==> src/rtl/wb_trace_buffer_pkg.sv <==
// Shared CPU constants: reset vector, register file size and the
// write-back trace entry layout used by the trace buffer.
package wb_trace_buffer_pkg;

  localparam logic [31:0] RESET_PC = 32'hBFC0_0000;
  localparam int          GPR_NUM  = 32;

  localparam int TRACE_PC_W    = 32;
  localparam int TRACE_ADDR_W  = 5;
  localparam int TRACE_DATA_W  = 32;
  localparam int TRACE_ENTRY_W = TRACE_PC_W + 1 + TRACE_ADDR_W + TRACE_DATA_W;

  typedef struct packed {
    logic [TRACE_PC_W-1:0]   pc;
    logic                    wen;
    logic [TRACE_ADDR_W-1:0] addr;
    logic [TRACE_DATA_W-1:0] wdata;
  } trace_entry_t;

  function automatic trace_entry_t pack_entry(
    input logic [TRACE_PC_W-1:0]   pc,
    input logic                    wen,
    input logic [TRACE_ADDR_W-1:0] addr,
    input logic [TRACE_DATA_W-1:0] wdata
  );
    trace_entry_t e;
    e.pc    = pc;
    e.wen   = wen;
    e.addr  = addr;
    e.wdata = wdata;
    return e;
  endfunction

endpackage

==> src/rtl/wb_trace_mem.sv <==
// Trace entry storage: DEPTH entries, two write ports, one asynchronous read.
// Contents are intentionally not reset; occupancy is tracked by the owner.
module wb_trace_mem
  import wb_trace_buffer_pkg::*;
#(
  parameter int DEPTH = 16
) (
  input  logic                         clk,
  input  logic                         we0,
  input  logic [$clog2(DEPTH)-1:0]     waddr0,
  input  logic [TRACE_ENTRY_W-1:0]     wdata0,
  input  logic                         we1,
  input  logic [$clog2(DEPTH)-1:0]     waddr1,
  input  logic [TRACE_ENTRY_W-1:0]     wdata1,
  input  logic [$clog2(DEPTH)-1:0]     raddr,
  output logic [TRACE_ENTRY_W-1:0]     rdata
);

  logic [TRACE_ENTRY_W-1:0] mem_q [DEPTH];

  // The owner never drives both ports to the same address in one cycle.
  always_ff @(posedge clk) begin
    if (we0) mem_q[waddr0] <= wdata0;
    if (we1) mem_q[waddr1] <= wdata1;
  end

  assign rdata = mem_q[raddr];

endmodule

==> src/rtl/wb_trace_buffer.sv <==
// Captures CPU write-back commits (1 or 2 lanes per cycle) into a FIFO for
// a debug consumer, counting commits lost to a full buffer.
module wb_trace_buffer
  import wb_trace_buffer_pkg::*;
#(
  parameter int LANES      = 1,
  parameter int DEPTH      = 16,
  parameter int FILTER_WEN = 0,
  parameter int CNT_W      = 16
) (
  input  logic                      clk,
  input  logic                      rst,
  input  logic [LANES-1:0]          wb_valid,
  input  logic [32*LANES-1:0]       wb_pc,
  input  logic [LANES-1:0]          wb_rf_wen,
  input  logic [5*LANES-1:0]        wb_rf_addr,
  input  logic [32*LANES-1:0]       wb_rf_wdata,
  input  logic                      freeze,
  output logic                      out_valid,
  input  logic                      out_ready,
  output logic [31:0]               out_pc,
  output logic                      out_rf_wen,
  output logic [4:0]                out_rf_addr,
  output logic [31:0]               out_rf_wdata,
  output logic [$clog2(DEPTH):0]    count,
  output logic                      overflow,
  output logic [CNT_W-1:0]          drop_cnt
);

  localparam int PW = $clog2(DEPTH);
  localparam int CW = PW + 1;
  localparam int DW = CNT_W + 1;

  // Handshake: an entry leaves the buffer on a cycle where out_valid and
  // out_ready are both high; out_* stay stable while out_ready is low.

  trace_entry_t lane_entry [2];
  logic [1:0]   lane_qual;

  for (genvar i = 0; i < 2; i++) begin : g_lane
    if (i < LANES) begin : g_on
      assign lane_entry[i] = pack_entry(wb_pc[32*i +: 32], wb_rf_wen[i],
                                        wb_rf_addr[5*i +: 5], wb_rf_wdata[32*i +: 32]);
      assign lane_qual[i]  = wb_valid[i] & ~freeze &
                             ((FILTER_WEN == 0) | (wb_rf_wen[i] & (wb_rf_addr[5*i +: 5] != 5'd0)));
    end else begin : g_off
      assign lane_entry[i] = '0;
      assign lane_qual[i]  = 1'b0;
    end
  end

  logic [CW-1:0]    count_q, count_d;
  logic [PW-1:0]    wr_ptr_q, wr_ptr_d;
  logic [PW-1:0]    rd_ptr_q, rd_ptr_d;
  logic             overflow_q, overflow_d;
  logic [CNT_W-1:0] drop_cnt_q, drop_cnt_d;

  logic             pop;
  logic [CW-1:0]    free;
  logic [1:0]       n_push;
  logic [1:0]       n_drop;
  logic [DW-1:0]    drop_sum;
  logic             we0, we1;
  trace_entry_t     wd0, wd1;
  logic [TRACE_ENTRY_W-1:0] rdata;
  trace_entry_t     head;

  assign out_valid = (count_q != '0);

  always_comb begin
    pop      = out_valid & out_ready;
    free     = CW'(DEPTH) - count_q + CW'(pop);
    we0      = 1'b0;
    we1      = 1'b0;
    wd0      = lane_entry[0];
    wd1      = lane_entry[1];
    n_push   = 2'd0;
    n_drop   = 2'd0;

    // Lane 0 claims the first free slot, so a younger lane can never be
    // kept while an older one is dropped.
    if (lane_qual[0]) begin
      if (free != '0) begin
        we0    = 1'b1;
        n_push = 2'd1;
      end else begin
        n_drop = 2'd1;
      end
    end

    if (lane_qual[1]) begin
      if (free > CW'(n_push)) begin
        if (n_push == 2'd0) begin
          we0 = 1'b1;
          wd0 = lane_entry[1];
        end else begin
          we1 = 1'b1;
        end
        n_push = n_push + 2'd1;
      end else begin
        n_drop = n_drop + 2'd1;
      end
    end

    count_d    = count_q + CW'(n_push) - CW'(pop);
    wr_ptr_d   = wr_ptr_q + PW'(n_push);
    rd_ptr_d   = rd_ptr_q + PW'(pop);
    drop_sum   = {1'b0, drop_cnt_q} + DW'(n_drop);
    drop_cnt_d = drop_sum[CNT_W] ? {CNT_W{1'b1}} : drop_sum[CNT_W-1:0];
    overflow_d = overflow_q | (n_drop != 2'd0);
  end

  always_ff @(posedge clk or posedge rst) begin
    if (rst) begin
      count_q    <= '0;
      wr_ptr_q   <= '0;
      rd_ptr_q   <= '0;
      overflow_q <= 1'b0;
      drop_cnt_q <= '0;
    end else begin
      count_q    <= count_d;
      wr_ptr_q   <= wr_ptr_d;
      rd_ptr_q   <= rd_ptr_d;
      overflow_q <= overflow_d;
      drop_cnt_q <= drop_cnt_d;
    end
  end

  wb_trace_mem #(
    .DEPTH (DEPTH)
  ) u_mem (
    .clk    (clk),
    .we0    (we0),
    .waddr0 (wr_ptr_q),
    .wdata0 (wd0),
    .we1    (we1),
    .waddr1 (wr_ptr_q + PW'(1)),
    .wdata1 (wd1),
    .raddr  (rd_ptr_q),
    .rdata  (rdata)
  );

  assign head         = trace_entry_t'(rdata);
  assign out_pc       = head.pc;
  assign out_rf_wen   = head.wen;
  assign out_rf_addr  = head.addr;
  assign out_rf_wdata = head.wdata;
  assign count        = count_q;
  assign overflow     = overflow_q;
  assign drop_cnt     = drop_cnt_q;

endmodule

==> config.mk <==
export PLATFORM = sky130hd
export DESIGN_NAME = wb_trace_buffer
export DESIGN_NICKNAME = d
export VERILOG_FILES = /design/src/rtl/wb_trace_buffer_pkg.sv /design/src/rtl/wb_trace_mem.sv /design/src/rtl/wb_trace_buffer.sv
export SDC_FILE = /design/constraint.sdc
export NUM_CORES = 1
export LEC_CHECK = 0
export BUFFER_PORTS_ARGS = -buffer_cell sky130_fd_sc_hd__buf_2
export CAP_MARGIN = 20
export CORE_MARGIN = 4
export CORE_UTILIZATION = 64
export DETAILED_ROUTE_END_ITERATION = 6
export PLACE_DENSITY_LB_ADDON = 0.2
export SYNTH_ARGS = -nofsm -noshare
export SYNTH_HDL_FRONTEND = slang
export SYNTH_SLANG_ARGS = --single-unit
==> constraint.sdc <==
create_clock -name clk -period 23.3 [get_ports clk]
set_input_delay 6.99 -clock clk [delete_from_list [all_inputs] [get_ports clk]]
set_output_delay 6.99 -clock clk [all_outputs]
set_load 0.005 [all_outputs]
==> results.json <==
{
  "fin_setup_tns_ps": 0,
  "initial_core_util": 0.651,
  "htree_levels": 3,
  "min_path_type": "reg -> reg",
  "ys_ff_latch": 1150,
  "crit_path_top_delay_cell": "dfrtp_4",
  "drc": 0,
  "drive_above_1_share": 0.255,
  "finalHoldViolations": 0,
  "hold_buffers": 0,
  "wire_per_inst_um": 28.4,
  "die_area_um2": 74600,
  "area_delta_synth_final_pct": 12.1,
  "min_period_over_period": 0.530,
  "synth_top_area_cell": "edfxtp_1",
  "status": "completed",
  "cpMostUsedCell": "buf_4",
  "std_cell_rows": 96,
  "synth_flop_cell": "edfxtp_1",
  "final.setup_skew_ps": 27.8,
  "slowest_delay_ps": 1040,
  "clock_latency_ps": 670,
  "clk_pin_slew_ps": 60,
  "post-cts-setup-buffers": 0,
  "setup_violations": 0,
  "grt_overflow": 0,
  "wirelength_um": 97100,
  "synth-edff-count": 1120,
  "grt_max_degree": 141,
  "cp-start-kind": "flop",
  "numCtsBuffers": 108,
  "power_per_cell_area_nw_per_um2": 119,
  "cts_tree": "built",
  "cts_resized": 0,
  "criticalPathCategory": "reg -> out",
  "postRouteAntennaNets": 0,
  "path_cells": "buf_4, buf_4, buf_4, mux2i_1, a221oi_1, o21ai_0, nand2_1, buf_2",
  "fin_util": 0.730,
  "ir_worst_vdd_mv": 0.109,
  "avgSynthCellArea_um2": 20.6,
  "fin_crit_ps": 12350,
  "antenna_found_initial": 12,
  "fin_nets": 2480,
  "setup_ws_ps": 10950,
  "cp.arrival_ps": 5360,
  "clock_path_buffers": 3,
  "slew-limit-headroom": 0.282,
  "dr.pass1.iters": 5,
  "final_common_cell": "edfxtp_1",
  "cp_max_fo": 60,
  "drt-initial-drc-count": 1984,
  "post-place-ws_ps": 11040,
  "fmax_mhz": 81.0,
  "hpwl_um": 47500,
  "synth_top_area_share": 0.748,
  "synthArstFlopShare": 0.0261,
  "synthDistinctLibCells": 45,
  "report.final.slew_viol_count": 0,
  "synth.cell_area_um2": 45000,
  "cts_root_buf": "clkbuf_16",
  "gp_congestion": 0.786,
  "grt_pass1_vias": 22716,
  "p_leak_nw": 17.2,
  "viasPerCell": 6.53,
  "grt_pass1_wl_um": 145000,
  "grt_util_all_layers": 0.264,
  "portBuffers": 167,
  "endpoint_kind": "primary output",
  "die_h_um": 273,
  "syn_inst": 2183,
  "vias": 22347,
  "cts_num_sinks": 1150,
  "tightest_slew_ps": 1080,
  "fp.dieW_um": 273,
  "rsz0062_at_grt": "no",
  "ios": 168,
  "synth_nets": 2274,
  "yosys-top-cells-area": "edfxtp_1 75%, mux4_2 7.0%, mux2i_1 6.3%",
  "final_cell_mix": "1120 x edfxtp_1, 281 x mux2i_1, 167 x buf_2, 140 x mux4_2, 109 x clkbuf_16",
  "cap_violations": 0,
  "required_ps": 16310,
  "fin_area_um2": 50400,
  "placed_cell_area_um2": 46700,
  "synth-warning-count": 0,
  "coreArea_um2": 69100,
  "seq_area_frac_synth": 0.765
}
==> report_power, final <==
part | internal [mW] | switching [mW]
Sequential | 2.40 | 0.0938
Combinational | 0.723 | 1.02
Clock | 1.05 | 0.736
==> cell families (layout without fill, tap and decap cells) <==
group,Yosys count,count (layout),synth area share
flops,1150,1150,0.765
mux,422,422,0.133
compound gates,295,295,0.0601
simple gates,146,146,0.0152
buf+inv,138,438,0.0193
fa+ha+maj,16,16,0.00462
xor+xnor,16,16,0.00312
other cells,0,7,0
==> worst max-delay path, delay by kind of cell, from the launching register on <==
kind / cells / cell delay, ps
mux: 1 / 160
buf+inv: 4 / 2430
flops: 1 / 1040
compound gates: 2 / 680
simple gates: 1 / 240
==> path summary, 6_finish.rpt <==
kind                       slack, ps        start  cells past startpoint                  to
setup / recovery               10950  rd_ptr_q[0]                      8    out_rf_wdata[21]
hold / removal                   450     overflow                      1            overflow
setup reg to reg               18490     count[2]                     14  u_mem.mem_q[6][12]
hold reg to reg                  450     overflow                      1            overflow
max in group asynchronous      16560          rst                      3         rd_ptr_q[3]
min in group asynchronous       6410          rst                      3        drop_cnt[15]
==> routing by layer <==
layer  global-route usage  wire length [um]
met1                0.374             38600
met2                0.434             48600
met3               0.0509              8030
met4               0.0654              1830
met5                    0                79
==> layout make-up <==
cell class / count / area, um^2
diodes: 7 / 17.5
multi-input cells: 895 / 9820
inverters: 15 / 58.8
flip-flops and latches: 1150 / 34400
repair buffers: 219 / 1280
well taps: 931 / 1160
clock buffers: 126 / 2820
clock inverters: 78 / 841
fillers: 3945 / 18700
==> synth_stat cells, types with 2 or more instances <==
library cell / instances
mux2i_1: 281
buf_2: 20
a41oi_1: 2
buf_1: 12
nor2b_1: 3
xor2_1: 7
clkbuf_4: 3
nand2b_1: 7
a221oi_2: 79
xnor2_1: 9
ha_1: 15
buf_4: 23
nand3_1: 6
or2_2: 2
a31oi_1: 2
o21bai_1: 2
nand2_1: 85
and2_1: 2
buf_6: 30
nor2_1: 11
clkbuf_1: 35
nand4_1: 4
edfxtp_1: 1120
a221oi_1: 61
inv_1: 14
nor4_1: 19
o21ai_0: 74
mux4_2: 140
a22oi_1: 70
dfrtp_1: 30
==> state kept, by name, indices dropped and copies added (netlist names) <==
register and flops:
count 5, drop_cnt 16, overflow 1, rd_ptr_q 4, u_mem.mem_q 1120, wr_ptr_q 4
==> metrics by stage <==
| stage | hold WS [ps] | cells | power [mW] |
|---|---|---|---|
| finish | 455 | 3421 | 6.02 |
| global route | 480 | 3414 | 6.29 |
| CTS | 462 | 3412 | 6.06 |
| detailed placement | 442 | 3208 | 4.27 |
| global placement | 437 | 3208 | 4.24 |
| floorplan | 451 | 2183 | 3.77 |
Power figures use the tool's default switching activity.
